`src/rtl/pipelined_alu_core_pkg.sv`:
```
// ----------------------------------------------------------------------------
// pipelined_alu_core_pkg
// Shared definitions for the five-stage ALU pipeline:
//   - R-type opcode / shamt constants and the supported funct encodings
//   - alu_op_e  : ALU operation selected in decode, carried to execute
//   - decode_funct() : maps a funct field to an ALU operation plus a legal flag
// ----------------------------------------------------------------------------
package pipelined_alu_core_pkg;

    localparam logic [5:0] OPCODE_RTYPE = 6'h00;
    localparam logic [4:0] SHAMT_ZERO   = 5'd0;

    localparam logic [5:0] FUNCT_ADD = 6'h20;
    localparam logic [5:0] FUNCT_SUB = 6'h22;
    localparam logic [5:0] FUNCT_AND = 6'h24;
    localparam logic [5:0] FUNCT_OR  = 6'h25;
    localparam logic [5:0] FUNCT_XOR = 6'h26;
    localparam logic [5:0] FUNCT_SLT = 6'h2A;

    typedef enum logic [2:0] {
        ALU_ADD,
        ALU_SUB,
        ALU_AND,
        ALU_OR,
        ALU_XOR,
        ALU_SLT
    } alu_op_e;

    typedef struct packed {
        logic    legal;
        alu_op_e op;
    } funct_decode_t;

    function automatic funct_decode_t decode_funct(input logic [5:0] funct);
        funct_decode_t dec;
        dec.legal = 1'b1;
        dec.op    = ALU_ADD;
        case (funct)
            FUNCT_ADD: dec.op = ALU_ADD;
            FUNCT_SUB: dec.op = ALU_SUB;
            FUNCT_AND: dec.op = ALU_AND;
            FUNCT_OR:  dec.op = ALU_OR;
            FUNCT_XOR: dec.op = ALU_XOR;
            FUNCT_SLT: dec.op = ALU_SLT;
            default:   dec.legal = 1'b0;
        endcase
        return dec;
    endfunction

endpackage

```
`src/rtl/pipelined_alu_unit.sv`:
```
// ----------------------------------------------------------------------------
// pipelined_alu_unit
// Purely combinational ALU used by the execute stage.
// Ports:
//   op        in   alu_op_e         operation to perform
//   operand_a in   DATA_WIDTH       first operand (rs side)
//   operand_b in   DATA_WIDTH       second operand (rt side)
//   result    out  DATA_WIDTH       ADD/SUB wrap modulo 2^DATA_WIDTH,
//                                   AND/OR/XOR bitwise, SLT signed -> 1 or 0
// ----------------------------------------------------------------------------
module pipelined_alu_unit
    import pipelined_alu_core_pkg::*;
#(
    parameter int DATA_WIDTH = 32
) (
    input  alu_op_e               op,
    input  logic [DATA_WIDTH-1:0] operand_a,
    input  logic [DATA_WIDTH-1:0] operand_b,
    output logic [DATA_WIDTH-1:0] result
);

    always_comb begin
        // NOTE: every output of a combinational block gets a default first so
        // no path through the case leaves it unassigned (which would infer a latch).
        result = '0;
        unique case (op)
            ALU_ADD: result = operand_a + operand_b;
            ALU_SUB: result = operand_a - operand_b;
            ALU_AND: result = operand_a & operand_b;
            ALU_OR:  result = operand_a | operand_b;
            ALU_XOR: result = operand_a ^ operand_b;
            ALU_SLT: result[0] = $signed(operand_a) < $signed(operand_b);
            default: result = '0;
        endcase
    end

endmodule

```
`src/rtl/pipelined_alu_core.sv`:
```
// ----------------------------------------------------------------------------
// pipelined_alu_core
// Five-stage (IF, ID, EX, MEM, WB) R-type ALU pipeline with full forwarding
// and no stalls. The register file lives outside; this core reads it
// combinationally in ID and writes it from the MEM/WB register.
// Ports:
//   clock                          in   single clock, rising edge
//   reset_n                        in   asynchronous active-low reset
//   fetch_enable                   in   instruction at PC is valid; advance fetch
//   PC                             out  32-bit fetch address
//   current_instruction            in   32-bit instruction word at PC
//   register_file_read_address_1/2 out  rs / rt of the instruction in ID
//   register_file_read_value_1/2   in   combinational register-file read data
//   register_file_write_value      out  writeback data
//   register_file_write_address    out  writeback destination
//   register_file_write_enable     out  writeback strobe (never for r0)
//   retired_count                  out  number of writebacks performed
// REG_ADDR_WIDTH is meant to be 5 or 6; the 5-bit instruction fields are
// zero-extended or truncated to it.
// ----------------------------------------------------------------------------
module pipelined_alu_core
    import pipelined_alu_core_pkg::*;
#(
    parameter int          DATA_WIDTH     = 32,
    parameter int          REG_ADDR_WIDTH = 5,
    parameter logic [31:0] PC_RESET       = 32'h0000_0000
) (
    input  logic                      clock,
    input  logic                      reset_n,
    input  logic                      fetch_enable,
    output logic [31:0]               PC,
    input  logic [31:0]               current_instruction,
    output logic [REG_ADDR_WIDTH-1:0] register_file_read_address_1,
    output logic [REG_ADDR_WIDTH-1:0] register_file_read_address_2,
    input  logic [DATA_WIDTH-1:0]     register_file_read_value_1,
    input  logic [DATA_WIDTH-1:0]     register_file_read_value_2,
    output logic [DATA_WIDTH-1:0]     register_file_write_value,
    output logic [REG_ADDR_WIDTH-1:0] register_file_write_address,
    output logic                      register_file_write_enable,
    output logic [31:0]               retired_count
);

    typedef logic [REG_ADDR_WIDTH-1:0] reg_addr_t;
    typedef logic [DATA_WIDTH-1:0]     data_t;

    // IF/ID
    logic        if_id_valid;
    logic [31:0] if_id_instr;

    // ID/EX
    logic      id_ex_valid;
    alu_op_e   id_ex_op;
    reg_addr_t id_ex_rs, id_ex_rt, id_ex_rd;
    data_t     id_ex_value_1, id_ex_value_2;

    // EX/MEM
    logic      ex_mem_valid;
    reg_addr_t ex_mem_rd;
    data_t     ex_mem_result;

    // MEM/WB
    logic      mem_wb_valid;
    reg_addr_t mem_wb_rd;
    data_t     mem_wb_result;

    // ------------------------------------------------------------------ IF
    always_ff @(posedge clock or negedge reset_n) begin
        // NOTE: clocked state is assigned with <= so every register samples the
        // pre-edge values of the others, which is what makes the stages pipeline.
        if (!reset_n) begin
            PC          <= PC_RESET;
            if_id_valid <= 1'b0;
            if_id_instr <= '0;
        end else begin
            // A disabled fetch inserts a bubble; later stages keep draining.
            if_id_valid <= fetch_enable;
            if (fetch_enable) begin
                PC          <= PC + 32'd4;
                if_id_instr <= current_instruction;
            end
        end
    end

    // ------------------------------------------------------------------ ID
    reg_addr_t     id_rs, id_rt, id_rd;
    funct_decode_t id_dec;
    logic          id_legal;
    data_t         id_value_1, id_value_2;

    assign id_rs  = reg_addr_t'(if_id_instr[25:21]);
    assign id_rt  = reg_addr_t'(if_id_instr[20:16]);
    assign id_rd  = reg_addr_t'(if_id_instr[15:11]);
    assign id_dec = decode_funct(if_id_instr[5:0]);

    assign id_legal = (if_id_instr[31:26] == OPCODE_RTYPE) &&
                      (if_id_instr[10:6]  == SHAMT_ZERO)   &&
                      id_dec.legal;

    assign register_file_read_address_1 = id_rs;
    assign register_file_read_address_2 = id_rt;

    // The register file has no internal write-through, so a value being
    // written back this cycle must be taken from the writeback port directly.
    assign id_value_1 = (register_file_write_enable && id_rs != '0 &&
                         register_file_write_address == id_rs)
                        ? register_file_write_value : register_file_read_value_1;
    assign id_value_2 = (register_file_write_enable && id_rt != '0 &&
                         register_file_write_address == id_rt)
                        ? register_file_write_value : register_file_read_value_2;

    always_ff @(posedge clock or negedge reset_n) begin
        // NOTE: data registers are reset alongside the valid bits so the
        // pipeline contents are fully deterministic coming out of reset.
        if (!reset_n) begin
            id_ex_valid   <= 1'b0;
            id_ex_op      <= ALU_ADD;
            id_ex_rs      <= '0;
            id_ex_rt      <= '0;
            id_ex_rd      <= '0;
            id_ex_value_1 <= '0;
            id_ex_value_2 <= '0;
        end else begin
            id_ex_valid   <= if_id_valid && id_legal;
            id_ex_op      <= id_dec.op;
            id_ex_rs      <= id_rs;
            id_ex_rt      <= id_rt;
            id_ex_rd      <= id_rd;
            id_ex_value_1 <= id_value_1;
            id_ex_value_2 <= id_value_2;
        end
    end

    // ------------------------------------------------------------------ EX
    data_t ex_operand_a, ex_operand_b, ex_result;

    // The younger producer (EX/MEM) is checked first so it wins over MEM/WB.
    always_comb begin
        ex_operand_a = id_ex_value_1;
        if (ex_mem_valid && id_ex_rs != '0 && ex_mem_rd == id_ex_rs)
            ex_operand_a = ex_mem_result;
        else if (mem_wb_valid && id_ex_rs != '0 && mem_wb_rd == id_ex_rs)
            ex_operand_a = mem_wb_result;

        ex_operand_b = id_ex_value_2;
        if (ex_mem_valid && id_ex_rt != '0 && ex_mem_rd == id_ex_rt)
            ex_operand_b = ex_mem_result;
        else if (mem_wb_valid && id_ex_rt != '0 && mem_wb_rd == id_ex_rt)
            ex_operand_b = mem_wb_result;
    end

    pipelined_alu_unit #(
        .DATA_WIDTH (DATA_WIDTH)
    ) u_alu (
        .op        (id_ex_op),
        .operand_a (ex_operand_a),
        .operand_b (ex_operand_b),
        .result    (ex_result)
    );

    always_ff @(posedge clock or negedge reset_n) begin
        if (!reset_n) begin
            ex_mem_valid  <= 1'b0;
            ex_mem_rd     <= '0;
            ex_mem_result <= '0;
        end else begin
            ex_mem_valid  <= id_ex_valid;
            ex_mem_rd     <= id_ex_rd;
            ex_mem_result <= ex_result;
        end
    end

    // ----------------------------------------------------------- MEM / WB
    // No memory operations exist; MEM simply carries the result one stage.
    always_ff @(posedge clock or negedge reset_n) begin
        if (!reset_n) begin
            mem_wb_valid  <= 1'b0;
            mem_wb_rd     <= '0;
            mem_wb_result <= '0;
        end else begin
            mem_wb_valid  <= ex_mem_valid;
            mem_wb_rd     <= ex_mem_rd;
            mem_wb_result <= ex_mem_result;
        end
    end

    // Writes to r0 are discarded here rather than in decode, so they still
    // flow through the pipeline but never reach the register file.
    assign register_file_write_enable  = mem_wb_valid && (mem_wb_rd != '0);
    assign register_file_write_address = mem_wb_rd;
    assign register_file_write_value   = mem_wb_result;

    always_ff @(posedge clock or negedge reset_n) begin
        if (!reset_n)
            retired_count <= '0;
        else if (register_file_write_enable)
            retired_count <= retired_count + 32'd1;
    end

endmodule

```
`config.mk`:
```
export PLATFORM = sky130hd
export DESIGN_NAME = pipelined_alu_core
export DESIGN_NICKNAME = d
export VERILOG_FILES = /design/src/rtl/pipelined_alu_core_pkg.sv /design/src/rtl/pipelined_alu_unit.sv /design/src/rtl/pipelined_alu_core.sv
export SDC_FILE = /design/constraint.sdc
export NUM_CORES = 1
export LEC_CHECK = 0
export CAP_MARGIN = 20
export CORE_MARGIN = 5
export CORE_UTILIZATION = 39
export DETAILED_ROUTE_END_ITERATION = 12
export GPL_TIMING_DRIVEN = 0
export PLACE_DENSITY = 0.6
export SLEW_MARGIN = 5
export SYNTH_ARGS = -nofsm -noshare
export SYNTH_HDL_FRONTEND = slang
export SYNTH_SLANG_ARGS = --single-unit
```
`constraint.sdc`:
```
create_clock -name clock -period 5.6 [get_ports clock]
set_input_delay 0.56 -clock clock [delete_from_list [all_inputs] [get_ports clock]]
set_output_delay 0.56 -clock clock [all_outputs]
set_load 0.1 [all_outputs]
```
==> After elaboration in Yosys (flattened, before gate mapping) <==
Index checks and enable logic that the tools add are counted.
{ "word_totals": {"register_bits": 256, "wordCells": 77, "input_bits": 99, "out_inout_bits": 112} }
{ "op_classes": {"add_sub_neg": 4, "bitwise_logic": 3, "magnitude_cmp": 1, "mux": 10, "n_eq_ne": 17, "reduce_logical": 25} }
{ "ops": {"columns": ["cell", "count"], "rows": [
  ["32-bit 2-to-1 mux", 6],
  ["31-bit case mux with 5 select lines", 1],
  ["6-bit == test (second input constant)", 6],
  ["32-bit by 1-bit adder with 32-bit output (second input constant)", 1],
  ["32-bit by 3-bit adder with 32-bit output (second input constant)", 1],
  ["32-bit adder", 1],
  ["32-bit AND", 1],
  ["32-bit < comparator", 1],
  ["32-bit bitwise OR", 1],
  ["32-bit subtractor", 1],
  ["32-bit bitwise XOR", 1],
  ["5-bit == test", 6],
  ["5-bit nonzero test", 5],
  ["1-bit logical AND", 16],
  ["3-bit case mux with 5 select lines", 1],
  ["3-bit by 2-bit == test with 1-bit output (second input constant)", 2],
  ["3-bit == test (second input constant)", 2],
  ["6-bit logical NOT", 1],
  ["1-bit case mux with 6 select lines", 1],
  ["6-bit OR reduction", 1],
  ["5-bit logical NOT", 1],
  ["3-bit by 1-bit == test with 1-bit output (second input constant)", 1],
  ["3-bit logical NOT", 1],
  ["1-bit 2-to-1 mux", 1]
]} }

==> Depth between registers and ports, before layout <==
{ "logic_depth": {"word_depth": 7, "ltp_mapped": 19, "mapped_depth_nobuf": 17} }

==> Cells and area by module <==
From an unflattened synthesis, not the netlist that was laid out.
{ "hier_totals": {"hier_cells": 1737, "hier_area_um2": 15792.6} }
{ "modules_own_cells": {"columns": ["mod", "n_inst", "seq_area_each_um2", "area_per_inst_um2", "cells_per_inst"], "rows": [
  ["pipelined_alu_core", 1, 6356.1, 10537.6, 914],
  ["pipelined_alu_unit", 1, 0.0, 5255.0, 823]
]} }

==> Worst setup path after synthesis <==
OpenSTA, ideal clock, no wires.
{ "synth_path": {"path_kind": "register to register", "start": "register mem_wb_rd[3] (netlist: register_file_write_address[3])", "end": "register ex_mem_result[28]", "t_required_ns": 5.458, "setup_ns": 0.142, "path_stages_with_launch": 20, "period_less_slack_ns": 4.924, "t_arrival_ns": 4.782, "path_buffers": 2, "setup_slack_ns": 0.676, "path_cell_list": "dfrtp_1 > buf_2 > xnor2_1 > nand4_1 > nor4_2 > buf_2 > mux2i_1 > o21ai_0 > inv_1 > ha_1 > fa_1 > o21bai_1 > a2111oi_2 > nor4bb_1 > a221oi_2 > a21oi_2 > o31ai_4 > o41ai_2 > xor2_1 > o221ai_1"} }
{ "synth_between": {"elab_chain_cells": 6, "elab_cells_between_ends": 14, "classes_between": "add/sub (2); eq/ne (2); mux (5); bitwise (3); reduce/logical (2)"} }
{ "synth_rtl": {"columns": ["item", "line", "rtl"], "rows": [
  ["start: declaration", "pipelined_alu_core.sv:63", "reg_addr_t mem_wb_rd;"],
  ["start signal: assignment", "pipelined_alu_core.sv:181", "mem_wb_rd <= ex_mem_rd;"],
  ["5-bit == test (on tied branches)", "pipelined_alu_core.sv:141, pipelined_alu_core.sv:147", null],
  ["1-bit logical AND (on tied branches)", "pipelined_alu_core.sv:141, pipelined_alu_core.sv:147", null],
  ["32-bit 2-to-1 mux (on tied branches)", "pipelined_alu_core.sv:141, pipelined_alu_core.sv:147", null],
  ["32-bit 2-to-1 mux (on tied branches)", "pipelined_alu_core.sv:139, pipelined_alu_core.sv:145", null],
  ["32-bit subtractor, or another cell as far along", "pipelined_alu_unit.sv:28", "ALU_SUB: result = operand_a - operand_b;"],
  ["31-bit case mux with 5 select lines (*)", "pipelined_alu_unit.sv:26", "unique case (op)"],
  ["named net ex_result[28]", "pipelined_alu_core.sv:134", "data_t ex_operand_a, ex_operand_b, ex_result;"],
  ["end signal: assignment", "pipelined_alu_core.sv:168", "ex_mem_result <= ex_result;"],
  ["end: declaration", "pipelined_alu_core.sv:59", "data_t ex_mem_result;"]
]} }
The timed path passes the listed nets; every way through them passes the cells marked *.
A chain may end at the register's enable or synchronous reset.

==> Worst setup path in the final report <==
{ "layout_path": {"start": "register id_ex_rt[1]", "end": "register ex_mem_result[30]"} }
{ "layout_between": {"elab_chain_cells": 7, "elab_cells_between_ends": 15, "classes_between": "add/sub (2); eq/ne (2); mux (3); bitwise (3); reduce/logical (5)"} }
{ "layout_rtl": {"columns": ["item", "line", "rtl"], "rows": [
  ["start: declaration", "pipelined_alu_core.sv:53", "reg_addr_t id_ex_rs, id_ex_rt, id_ex_rd;"],
  ["start signal: assignment", "pipelined_alu_core.sv:126", "id_ex_rt <= id_rt;"],
  ["5-bit nonzero test", "pipelined_alu_core.sv:145, pipelined_alu_core.sv:147", null],
  ["1-bit logical AND (2 in series)", "pipelined_alu_core.sv:147", "else if (mem_wb_valid && id_ex_rt != '0 && mem_wb_rd == id_ex_rt)"],
  ["32-bit 2-to-1 mux", "pipelined_alu_core.sv:147", null],
  ["32-bit 2-to-1 mux (*)", "pipelined_alu_core.sv:145", "if (ex_mem_valid && id_ex_rt != '0 && ex_mem_rd == id_ex_rt)"],
  ["32-bit subtractor, or another cell as far along", "pipelined_alu_unit.sv:28", null],
  ["31-bit case mux with 5 select lines (*)", "pipelined_alu_unit.sv:26", null],
  ["named net ex_result[30]", "pipelined_alu_core.sv:134", null]
]} }
Marked as above.

==> results.toml <==
[clock_network]
cts_tree = "built"
clock_path_buffers = 3
clk_latency_ns = 0.57
clkSinkCount = 254
clock-root-buffer = "clkbuf_16"
cts-buffers-inserted = 28
clk_pin_slew_worst_paths_ns = 0.06
h-tree-depth = 1

[grt]
grt_pass1_vias = 13500
grt_pass1_wl_um = 77100
antenna_found_initial = 0
grt_max_degree = 94
grt_usage = 0.217
overflow = 0

[layout]
layout-drive-gt1-share = 0.122
fin_nets = 2069
fillers = 3851
utilization = 0.492
num_antenna_cells = 0
area_delta_synth_final_pct = 24.8

[status]
outcome = "finished clean"

[sta]
fin_crit_sh = 0.951
fmax_ghz = 0.188
finalSetupViolCount = 0
finClkSkew_ns = 0.0192
drv_slew = 0
min_period_ns = 5.33
hold_viol_final = 0
tns_ns = 0
tightest_slew_ns = 1.18
slew_headroom = 0.208

[floorplan]
dieWidth_um = 211
pin_count = 211
rows = 73
core_mm2 = 0.0398
start_util = 0.394
die_h_um = 211
fp.dieArea_mm2 = 0.0444

[detailed_routing]
wl_per_cell_um = 20.4
viasPerCell = 5.42
drc = 0
drtIter0Drc = 860
first_pass_iters = 5
drt_wl_total_um = 49300
ant_nets = 0
vias = 13100

[synthesis]
synth_top_cell_by_area = "dfrtp_1"
syn_area_per_cell_um2 = 9.68
synth_cell_types = 87
synth_top_cell_area_share = 0.405
ys_warn_count = 0
synth-main-ff-cell = "dfrtp_1"
syn_area_mm2 = 0.0157
synth_edf_count = 0
ys_top_cells_by_area = "dfrtp_1, ha_1, mux2_2"
synth_cells = 1622
synthArstFlopShare = 1.00
ys_ff_latch = 254
ys_seq_area_frac = 0.405

[run]
max_cap_violations = 0

[placement]
place.gp.congestion = 0.919
dp_hpwl_um = 36800
port_buffers = 208

[worst_setup_path]
setup.worst_path.start_class = "flop"
worst-endpoint-arrival_ns = 5.79
critPathMaxFanout = 10
rr_endpoint = "ex_mem_result[30]$_DFF_PN0_"
reg2reg_from = "id_ex_rt[1]$_DFF_PN0_"
end_kind = "flop"
reg2regPathDepth = 19
worstSetupEndpoint = "ex_mem_result[30]$_DFF_PN0_"
rrSetupSlack_ns = 0.27
crit_start = "id_ex_rt[1]$_DFF_PN0_"
path_class = "reg -> reg"
crit_required_ns = 6.06

[pwr]
power_w = 0.00589
p_per_area_mw_per_mm2 = 300
ir_worst_vdd_uv = 537
p_leak_nw = 8.23

[worst_hold_path]
worstHoldPathType = "reg -> reg"
## sequential cells by signal, summed over array words and instances (netlist names)
name                         cells
mem_wb_valid                     1
if_id_valid                      1
register_file_write_address      5
id_ex_rd                         5
retired_count                   32
id_ex_op                         3
ex_mem_rd                        5
PC                              30
register_file_write_value       32
ex_mem_result                   32
id_ex_value_2                   32
id_ex_rt                         5
id_ex_value_1                   32
if_id_instr                     32
ex_mem_valid                     1
id_ex_rs                         5
id_ex_valid                      1
## worst min path at each step
stage,startpoint,slack (ns),cells after the start,to
after floorplan,reset_n,0.26,0,PC[10]$_DFFE_PN0P_
after global placement,id_ex_rd[0]$_DFF_PN0_,0.33,0,ex_mem_rd[0]$_DFF_PN0_
after detailed placement,id_ex_rd[1]$_DFF_PN0_,0.33,0,ex_mem_rd[1]$_DFF_PN0_
after CTS,id_ex_rd[1]$_DFF_PN0_,0.35,0,ex_mem_rd[1]$_DFF_PN0_
after global routing,id_ex_valid$_DFF_PN0_,0.35,0,ex_mem_valid$_DFF_PN0_
final,id_ex_rd[1]$_DFF_PN0_,0.35,0,ex_mem_rd[1]$_DFF_PN0_
## cells in the mapped netlist (7+ instances only)
master,instances
nor3_1,33
and3_1,18
o211ai_1,11
buf_2,20
xor2_1,35
o2111ai_1,8
or4_1,7
ha_1,98
o31ai_1,9
nor2_1,75
mux2i_1,66
o221ai_1,8
a21oi_1,91
xnor2_1,75
nand4_1,18
a31oi_1,7
o22ai_1,15
nor4_1,19
mux2_2,95
buf_4,18
o21ai_0,120
o21a_1,8
o21bai_1,12
nand2_1,155
dfrtp_1,254
a21o_1,10
clkbuf_1,52
nand2b_1,11
nand3_1,34
inv_1,106
## routing by layer
layer,global-route usage,wire [µm]
met2,0.362,23200
met3,0.0437,3100
met4,0.0512,1270
met1,0.292,21700
met5,0,0
## where the power goes
group | switching, W | internal (W) | total [W]
clock | 0.000753 | 0.00118 | 0.00193
sequential | 0.000178 | 0.00203 | 0.00221
combinational | 0.00121 | 0.000542 | 0.00175
total | 0.00214 | 0.00375 | 0.00589
## layout make-up
type / instances / area [µm²] / share of cell area
Clock buffer: 44 / 851 / 0.0434
Timing Repair Buffer: 217 / 2200 / 0.112
Buffer: 98 / 494 / 0.0252
Inverter: 109 / 409 / 0.0209
Tap cell: 525 / 657 / 0.0335
Multi-Input combinational cell: 1162 / 8510 / 0.434
Sequential cell: 254 / 6360 / 0.324
Clock inverter: 7 / 135 / 0.00689
## placed cells by master, fill, tap and decap left out, types with 12 or more instances in the layout
cell,count
mux2i_1,66
dfrtp_1,254
xnor2_1,75
o21ai_0,118
nand3_1,34
o22ai_1,15
nor4_1,17
xor2_1,35
clkdlybuf4s50_1,207
nor2_1,75
mux2_2,95
buf_4,24
nand4_1,18
buf_2,17
o21bai_1,12
ha_1,98
and3_1,18
clkbuf_1,57
nor3_1,33
nand2_1,155
clkbuf_16,28
a21oi_1,91
inv_1,106
## through the flow
step           cells  hold slack [ns]  instance area, µm²  setup slack [ns]
4_1_cts         2412            0.348               19500            0.0768
6_report        2416            0.347               19600             0.275
5_1_grt         2416            0.354               19600          -0.00445
2_1_floorplan   1623            0.264               15700             0.676
3_5_place_dp    2360            0.335               18500            -0.133
3_3_place_gp    2356            0.332               18500             -7.16
## critical path, cell delays in order (launching register included)
cell	delay, ns
dfrtp_1	0.41
or4_1	0.53
nor2_1	0.24
nor4_4	0.08
buf_4	0.17
clkbuf_4	0.24
mux2i_1	0.16
o21ai_0	0.34
ha_1	0.28
inv_1	0.07
fa_1	0.41
nand2b_1	0.18
a21oi_1	0.29
o2111ai_1	0.27
nand2_1	0.20
a311oi_2	0.22
o31a_1	0.39
o31a_1	0.27
mux2_2	0.27
o22ai_1	0.16
## what timing repair did
action	CTS	global route
resized for setup	1	12
endpoints found under the hold margin	34	0
setup buffers	0	4
cloned	0	0
pin swaps	0	1
hold buffers	1	0
setup endpoints to repair	5	12
## cells by family (layout without fill, tap and decap cells)
group,count (synthesis),after routing,synth area share
adder cells (fa/ha/maj),100,100,0.0806
AND/OR/NAND/NOR,415,415,0.130
flip-flops,254,254,0.405
other,1,2,0.000239
buffers and inverters,207,475,0.0569
multiplexers,166,166,0.114
XOR/XNOR,110,110,0.0613
AO/OA/AOI/OAI,369,369,0.152
No activity file was read; power rests on OpenSTA's default activity.
